===== src/rtl/udp_payload_trailer_if.sv =====
// ----------------------------------------------------------------------------
// udp_payload_trailer_if
// Groups the upstream FIFO read port (first-word-fall-through) and the
// downstream FIFO write port used by udp_payload_trailer.
//   in_rd_en   : pop request to the upstream FIFO
//   in_empty   : upstream FIFO empty
//   in_dout    : upstream head byte
//   in_rd_sof  : head byte is start of frame
//   in_rd_eof  : head byte is end of frame
//   out_wr_en  : write strobe to the downstream FIFO
//   out_din    : byte to write
//   out_wr_sof : start of frame, qualified by out_wr_en
//   out_wr_eof : end of frame, qualified by out_wr_en
//   out_full   : downstream FIFO full
// Modport slave is the trailer block, master is the FIFO side / bench.
// ----------------------------------------------------------------------------
interface udp_payload_trailer_if;
   logic       in_rd_en;
   logic       in_empty;
   logic [7:0] in_dout;
   logic       in_rd_sof;
   logic       in_rd_eof;
   logic       out_wr_en;
   logic [7:0] out_din;
   logic       out_wr_sof;
   logic       out_wr_eof;
   logic       out_full;

   modport slave (
      output in_rd_en,
      input  in_empty,
      input  in_dout,
      input  in_rd_sof,
      input  in_rd_eof,
      output out_wr_en,
      output out_din,
      output out_wr_sof,
      output out_wr_eof,
      input  out_full
   );

   modport master (
      input  in_rd_en,
      output in_empty,
      output in_dout,
      output in_rd_sof,
      output in_rd_eof,
      input  out_wr_en,
      input  out_din,
      input  out_wr_sof,
      input  out_wr_eof,
      output out_full
   );
endinterface


===== src/rtl/udp_payload_trailer.sv =====
// ----------------------------------------------------------------------------
// udp_payload_trailer
// Drains parsed payload frames from an upstream FWFT FIFO and rewrites them
// into a downstream FIFO, passing payload bytes through with zero latency and
// appending a 4-byte trailer: payload length (16 bit) and the complement of
// the RFC 1071 ones'-complement sum. Stray bytes outside a frame are dropped,
// truncated / oversize frames are flagged, and wrapping status counters are
// exposed.
// Ports:
//   clk         : clock
//   reset       : synchronous active-high reset
//   bus         : FIFO read/write ports (udp_payload_trailer_if.slave)
//   frame_count : frames completed
//   drop_count  : stray bytes discarded
//   err_count   : truncated or oversize frames
// Parameters:
//   TRAILER_EN  : 0 forwards frames unchanged (eof on last payload byte)
//   CNT_WIDTH   : width of the status counters
// ----------------------------------------------------------------------------
module udp_payload_trailer #(
   parameter bit TRAILER_EN = 1'b1,
   parameter int CNT_WIDTH  = 16
) (
   input  logic                   clk,
   input  logic                   reset,
   udp_payload_trailer_if.slave   bus,
   output logic [CNT_WIDTH-1:0]   frame_count,
   output logic [CNT_WIDTH-1:0]   drop_count,
   output logic [CNT_WIDTH-1:0]   err_count
);

   typedef enum logic [2:0] {
      ST_IDLE    = 3'd0,
      ST_PAYLOAD = 3'd1,
      ST_LEN_HI  = 3'd2,
      ST_LEN_LO  = 3'd3,
      ST_CK_HI   = 3'd4,
      ST_CK_LO   = 3'd5,
      ST_DONE    = 3'd6
   } state_t;

   localparam logic [CNT_WIDTH-1:0] CNT_ONE = {{(CNT_WIDTH-1){1'b0}}, 1'b1};

   // Ones'-complement 16-bit add with end-around carry. One fold suffices:
   // 0xFFFF + 0xFFFF = 0x1FFFE folds to 0xFFFF without a second carry.
   function automatic logic [15:0] csum_add(input logic [15:0] sum,
                                            input logic [15:0] word);
      logic [16:0] raw;
      raw      = {1'b0, sum} + {1'b0, word};
      csum_add = raw[15:0] + {15'd0, raw[16]};
   endfunction

   state_t      r_state;
   state_t      w_next;
   logic [15:0] r_len;
   logic [15:0] r_sum;
   logic        r_first;
   logic        r_err;
   logic        r_odd;      // next payload byte is the low byte of a word

   logic        w_rd_en;
   logic        w_wr_en;
   logic [7:0]  w_din;
   logic        w_sof;
   logic        w_eof;
   logic        w_start;    // IDLE sees a frame start
   logic        w_take;     // payload byte popped and written
   logic        w_trunc;    // new sof arrived before eof
   logic        w_drop;     // stray byte popped in IDLE
   logic        w_done;

   logic [15:0] w_ck;
   logic [15:0] w_word;

   assign w_ck   = ~r_sum;
   // Byte-wise accumulation is equivalent to word accumulation because the
   // ones'-complement sum is associative; odd frames are padded implicitly.
   assign w_word = r_odd ? {8'h00, bus.in_dout} : {bus.in_dout, 8'h00};

   // Next-state and combinational FIFO port outputs.
   always_comb begin
      w_next  = r_state;
      w_rd_en = 1'b0;
      w_wr_en = 1'b0;
      w_din   = 8'h00;
      w_sof   = 1'b0;
      w_eof   = 1'b0;
      w_start = 1'b0;
      w_take  = 1'b0;
      w_trunc = 1'b0;
      w_drop  = 1'b0;
      w_done  = 1'b0;
      case (r_state)
         ST_IDLE: begin
            if (!bus.in_empty) begin
               if (bus.in_rd_sof) begin
                  // Frame head stays in the FIFO; PAYLOAD pops it.
                  w_start = 1'b1;
                  w_next  = ST_PAYLOAD;
               end else begin
                  w_rd_en = 1'b1;
                  w_drop  = 1'b1;
               end
            end else begin
               w_next = ST_IDLE;
            end
         end
         ST_PAYLOAD: begin
            if (!bus.in_empty) begin
               if (bus.in_rd_sof && !r_first) begin
                  // Truncated frame: leave the new head for the next frame.
                  w_trunc = 1'b1;
                  w_next  = TRAILER_EN ? ST_LEN_HI : ST_DONE;
               end else if (!bus.out_full) begin
                  w_rd_en = 1'b1;
                  w_wr_en = 1'b1;
                  w_take  = 1'b1;
                  w_din   = bus.in_dout;
                  w_sof   = r_first;
                  w_eof   = TRAILER_EN ? 1'b0 : bus.in_rd_eof;
                  if (bus.in_rd_eof) begin
                     w_next = TRAILER_EN ? ST_LEN_HI : ST_DONE;
                  end else begin
                     w_next = ST_PAYLOAD;
                  end
               end else begin
                  w_next = ST_PAYLOAD;
               end
            end else begin
               w_next = ST_PAYLOAD;
            end
         end
         ST_LEN_HI: begin
            if (!bus.out_full) begin
               w_wr_en = 1'b1;
               w_din   = r_len[15:8];
               w_next  = ST_LEN_LO;
            end else begin
               w_next = ST_LEN_HI;
            end
         end
         ST_LEN_LO: begin
            if (!bus.out_full) begin
               w_wr_en = 1'b1;
               w_din   = r_len[7:0];
               w_next  = ST_CK_HI;
            end else begin
               w_next = ST_LEN_LO;
            end
         end
         ST_CK_HI: begin
            if (!bus.out_full) begin
               w_wr_en = 1'b1;
               w_din   = w_ck[15:8];
               w_next  = ST_CK_LO;
            end else begin
               w_next = ST_CK_HI;
            end
         end
         ST_CK_LO: begin
            if (!bus.out_full) begin
               w_wr_en = 1'b1;
               w_din   = w_ck[7:0];
               w_eof   = 1'b1;
               w_next  = ST_DONE;
            end else begin
               w_next = ST_CK_LO;
            end
         end
         ST_DONE: begin
            w_done = 1'b1;
            w_next = ST_IDLE;
         end
         default: begin
            w_next = ST_IDLE;
         end
      endcase
   end

   assign bus.in_rd_en   = w_rd_en;
   assign bus.out_wr_en  = w_wr_en;
   assign bus.out_din    = w_din;
   assign bus.out_wr_sof = w_sof;
   assign bus.out_wr_eof = w_eof;

   // State register, frame accumulators and status counters.
   always_ff @(posedge clk) begin
      if (reset) begin
         r_state     <= ST_IDLE;
         r_len       <= 16'd0;
         r_sum       <= 16'd0;
         r_first     <= 1'b0;
         r_err       <= 1'b0;
         r_odd       <= 1'b0;
         frame_count <= {CNT_WIDTH{1'b0}};
         drop_count  <= {CNT_WIDTH{1'b0}};
         err_count   <= {CNT_WIDTH{1'b0}};
      end else begin
         r_state <= w_next;
         if (w_start) begin
            r_first <= 1'b1;
         end else if (w_take) begin
            r_first <= 1'b0;
         end
         if (w_take) begin
            // Length saturates; counting past 0xFFFF marks the frame oversize.
            if (r_len == 16'hFFFF) begin
               r_err <= 1'b1;
            end else begin
               r_len <= r_len + 16'd1;
            end
            r_sum <= csum_add(r_sum, w_word);
            r_odd <= ~r_odd;
         end
         if (w_trunc) begin
            r_err <= 1'b1;
         end
         if (w_drop) begin
            drop_count <= drop_count + CNT_ONE;
         end
         if (w_done) begin
            frame_count <= frame_count + CNT_ONE;
            if (r_err) begin
               err_count <= err_count + CNT_ONE;
            end
            r_len <= 16'd0;
            r_sum <= 16'd0;
            r_err <= 1'b0;
            r_odd <= 1'b0;
         end
      end
   end

endmodule

===== src/flat_wrapper.sv =====
// flat-port wrapper written by rule: the top's interface ports become plain ports
module udp_payload_trailer_flat 
#(
   parameter bit TRAILER_EN = 1'b1,
   parameter int CNT_WIDTH  = 16
)
  (clk, reset, frame_count, drop_count, err_count, bus_in_rd_en, bus_in_empty, bus_in_dout, bus_in_rd_sof, bus_in_rd_eof, bus_out_wr_en, bus_out_din, bus_out_wr_sof, bus_out_wr_eof, bus_out_full);
  udp_payload_trailer_if bus_i ();
  input  logic clk;
  input  logic reset;
  output logic [CNT_WIDTH-1:0] frame_count;
  output logic [CNT_WIDTH-1:0] drop_count;
  output logic [CNT_WIDTH-1:0] err_count;
  output wire logic [$bits(bus_i.in_rd_en)-1:0] bus_in_rd_en;
  input wire logic [$bits(bus_i.in_empty)-1:0] bus_in_empty;
  input wire logic [$bits(bus_i.in_dout)-1:0] bus_in_dout;
  input wire logic [$bits(bus_i.in_rd_sof)-1:0] bus_in_rd_sof;
  input wire logic [$bits(bus_i.in_rd_eof)-1:0] bus_in_rd_eof;
  output wire logic [$bits(bus_i.out_wr_en)-1:0] bus_out_wr_en;
  output wire logic [$bits(bus_i.out_din)-1:0] bus_out_din;
  output wire logic [$bits(bus_i.out_wr_sof)-1:0] bus_out_wr_sof;
  output wire logic [$bits(bus_i.out_wr_eof)-1:0] bus_out_wr_eof;
  input wire logic [$bits(bus_i.out_full)-1:0] bus_out_full;
  assign bus_in_rd_en = bus_i.in_rd_en;
  assign bus_i.in_empty = bus_in_empty;
  assign bus_i.in_dout = bus_in_dout;
  assign bus_i.in_rd_sof = bus_in_rd_sof;
  assign bus_i.in_rd_eof = bus_in_rd_eof;
  assign bus_out_wr_en = bus_i.out_wr_en;
  assign bus_out_din = bus_i.out_din;
  assign bus_out_wr_sof = bus_i.out_wr_sof;
  assign bus_out_wr_eof = bus_i.out_wr_eof;
  assign bus_i.out_full = bus_out_full;
  udp_payload_trailer #(.TRAILER_EN(TRAILER_EN), .CNT_WIDTH(CNT_WIDTH)) u_core (.clk(clk), .reset(reset), .bus(bus_i), .frame_count(frame_count), .drop_count(drop_count), .err_count(err_count));
endmodule

===== config.mk =====
export PLATFORM = sky130hd
export DESIGN_NAME = udp_payload_trailer_flat
export DESIGN_NICKNAME = d
export VERILOG_FILES = /design/src/rtl/udp_payload_trailer_if.sv /design/src/rtl/udp_payload_trailer.sv /design/src/flat_wrapper.sv
export SDC_FILE = /design/constraint.sdc
export NUM_CORES = 1
export LEC_CHECK = 0
export ABC_AREA = 1
export CORE_ASPECT_RATIO = 0.5
export CORE_UTILIZATION = 40
export DETAILED_ROUTE_END_ITERATION = 10
export SYNTH_ARGS = -nofsm -noshare
export SYNTH_HDL_FRONTEND = slang
export SYNTH_SLANG_ARGS = --single-unit

===== constraint.sdc =====
create_clock -name clk -period 8.6 [get_ports clk]
set_input_delay 1.72 -clock clk [delete_from_list [all_inputs] [get_ports clk]]
set_output_delay 1.72 -clock clk [all_outputs]
set_load 0.02 [all_outputs]

==> results.py <==
metrics = {
    "placement": {
        "dpl-instance-area_um2": 6540,
        "portBuffers": 73,
        "place_hpwl_um": 11500,
        "post-place-cells": 1126,
        "dp_slack_ns": 2.16,
        "place.gp.congestion": 0.859,
    },
    "power_and_ir_drop": {
        "p_leak_nw": 2.89,
        "p_per_area_nw_per_um2": 131,
        "vdd_drop_max_uv": 90.6,
        "power.total_mw": 0.896,
    },
    "critical_path": {
        "crit_required_ns": 6.88,
        "crit_slowest_cell": "clkdlybuf4s50_1",
        "critical-path-max-stage-delay_ns": 0.72,
        "worstPathArrival_ns": 4.72,
        "crit_type": "in2out",
        "crit_chain": "clkdlybuf4s50_1 -> nor2_1 -> nand3_2 -> clkinv_1 -> a221oi_1 -> o311ai_0 -> clkdlybuf4s50_1",
        "crit_path_frequent_cell": "clkdlybuf4s50_1",
        "end_kind": "primary output",
        "critPathLaunchType": "input pin",
        "crit_path_max_fanout": 28,
    },
    "floorplan": {
        "core_area_um2": 13700,
        "die_area_um2": 14600,
        "io-pin-count": 74,
        "die_y_um": 85.9,
        "start_util": 0.412,
        "fp.dieW_um": 170,
        "fp-row-count": 30,
    },
    "cells_and_area": {
        "area_growth_pct": 21.3,
        "layout_commonest_cell": "nand2_1",
        "num_antenna_cells": 0,
        "stdcell_area_um2": 6840,
        "fin_cells": 1141,
        "nets": 982,
        "mostFrequentLayoutCells": "nand2_1 (202), inv_1 (151), dfxtp_1 (86), nor2_1 (84), a21oi_1 (76)",
        "layout-drive-gt1-share": 0.0611,
    },
    "synthesis": {
        "synth_top_family_by_area": "simple AND/OR/NAND/NOR gates",
        "synth_flop_cell": "dfxtp_1",
        "yosysSeqAreaShare": 0.306,
        "synth.distinct_cells": 44,
        "yosysTopAreaCell": "dfxtp_1",
        "synth_top_area_share": 0.306,
        "synth.net_count": 914,
        "synth_edf_count": 0,
        "synth_area_um2": 5630,
        "synth_compound_gate_area_share": 0.144,
        "avgSynthCellArea_um2": 6.42,
        "muxShareOfSynthArea": 0,
        "synth-xor-area-share": 0.0280,
        "synthCells": 877,
        "synthArstFlopShare": 0,
        "yosysWarnings": 0,
        "synth_seq_cells": 86,
        "synthAdderAreaFrac": 0.0524,
        "synth-simple-area-share": 0.351,
        "synth.area.top_cells": "dfxtp_1 (31%), nand2_1 (13%), inv_1 (10%)",
    },
    "timing": {
        "max_freq_ghz": 0.155,
        "finalHoldViolations": 0,
        "clock_skew_ns": 0.00711,
        "rsz0062_at_grt": "false",
        "worstMarginPinSlew_ns": 0.948,
        "slew_headroom": 0.366,
        "min_period_ns": 6.44,
        "period_share": 0.749,
        "fin_tns_setup_ns": 0,
        "slew_viol_final": 0,
        "setup_viol": 0,
        "setup_ws_ns": 2.16,
    },
    "cts": {
        "numCtsBuffers": 9,
        "cts_setup_buffers": 0,
        "clock_latency_ns": 0.34,
        "clockBufferDepth": 2,
        "htree_levels": 3,
        "cts_sinks": 86,
        "cts_hold_buf": 0,
        "cts_resized": 0,
        "root_buffer": "clkbuf_16",
        "clk_pin_slew_worst_paths_ns": 0.06,
        "cts_tree": "yes",
    },
    "global_routing": {
        "grt_pass1_wl_um": 24600,
        "grtUsageTotal": 0.212,
        "grt_max_degree": 29,
        "first_global_vias": 5145,
        "grt_remaining_overflow": 0,
        "antenna_found_initial": 0,
    },
    "detailed_routing": {
        "route.vias.total": 5584,
        "antenna_left": 0,
        "drt_iter0_markers": 360,
        "route.detailed.drc": 0,
        "wl_um": 15000,
        "drt_pass1_iterations": 5,
        "wl_per_cell_um": 13.1,
        "vias_per_cell": 4.89,
    },
    "outcome": {
        "status": "complete, no violations",
    },
    "hold_path": {
        "min_path_type": "reg2reg",
    },
    "flow_run": {
        "max_cap_viol_count": 0,
    },
}
==> synthesized netlist by cell type, types with 6 or more instances <==
library cell,number
nand4_1,11
nand3_1,54
clkbuf_1,15
xor2_1,11
ha_1,22
xnor2_1,7
nor3_2,6
inv_2,8
nor3_1,29
dfxtp_1,86
a22oi_1,6
o21a_1,6
inv_1,151
nor2_2,9
nor2_1,84
nand2_1,202
o21ai_0,38
o21ai_1,10
a21oi_1,76
==> power breakdown <==
| group | switching (mW) | leakage [nW] | internal (mW) | total, mW |
|---|---|---|---|---|
| clock network | 0.158 | 0.135 | 0.232 | 0.390 |
| registers | 0.00608 | 0.694 | 0.404 | 0.410 |
| logic | 0.0634 | 2.06 | 0.0335 | 0.0969 |
==> final timing paths <==
kind | slack (ns) | depth (start not counted) | startpoint | end
worst max-delay path | 2.16 | 7 | bus_out_full | bus_out_din[2]
worst max register to register | 4.71 | 25 | u_core.r_odd | u_core.r_sum[14]
worst min register to register | 0.47 | 2 | u_core.err_count[15] | u_core.err_count[15]
worst min-delay path | 0.47 | 2 | u_core.err_count[15] | u_core.err_count[15]
==> sequential cells by signal (all words and copies together) (netlist names) <==
register / cells
u_core.r_odd: 1
u_core.err_count: 16
u_core.r_sum: 16
u_core.r_len: 16
u_core.r_err: 1
u_core.r_first: 1
u_core.r_state: 3
u_core.frame_count: 16
u_core.drop_count: 16
==> through the flow <==
step,hold slack [ns],utilization
final,0.473,0.500
after global routing,0.499,0.500
after CTS,0.473,0.500
after detailed placement,0.461,0.479
after global placement,0.452,0.479
after floorplan,0.441,-
==> cells by family (layout without fill, tap and decap cells) <==
group,count (synthesis),after routing
AOI/OAI and AO/OA,148,148
xor gates and xnor gates,18,18
DFF,86,86
and+or+nand+nor,425,425
buffers and inverters,177,249
adders and majority gates,23,23
==> metal layers <==
layer	track usage	wire length [um]
met1	0.271	7250
met2	0.360	6700
met3	0.0498	844
met4	0.0516	156
met5	0	0
==> worst max-delay path: cells and delay by family <==
| kind | cells | cell delay (ns) |
|---|---|---|
| compound gates | 2 | 0.55 |
| simple gates | 2 | 0.56 |
| buf+inv | 3 | 1.87 |
==> final cells by class <==
type                            instances  area [um2]
Clock buffer                           12         246
Clock inverter                          3        45.0
Fill cell                            1440        6830
Inverter                              160         601
Multi-Input combinational cell        614        3240
Sequential cell                        86        1720
Tap cell                              192         240
Timing Repair Buffer                   74         738
(Power assumes the default switching activity.)
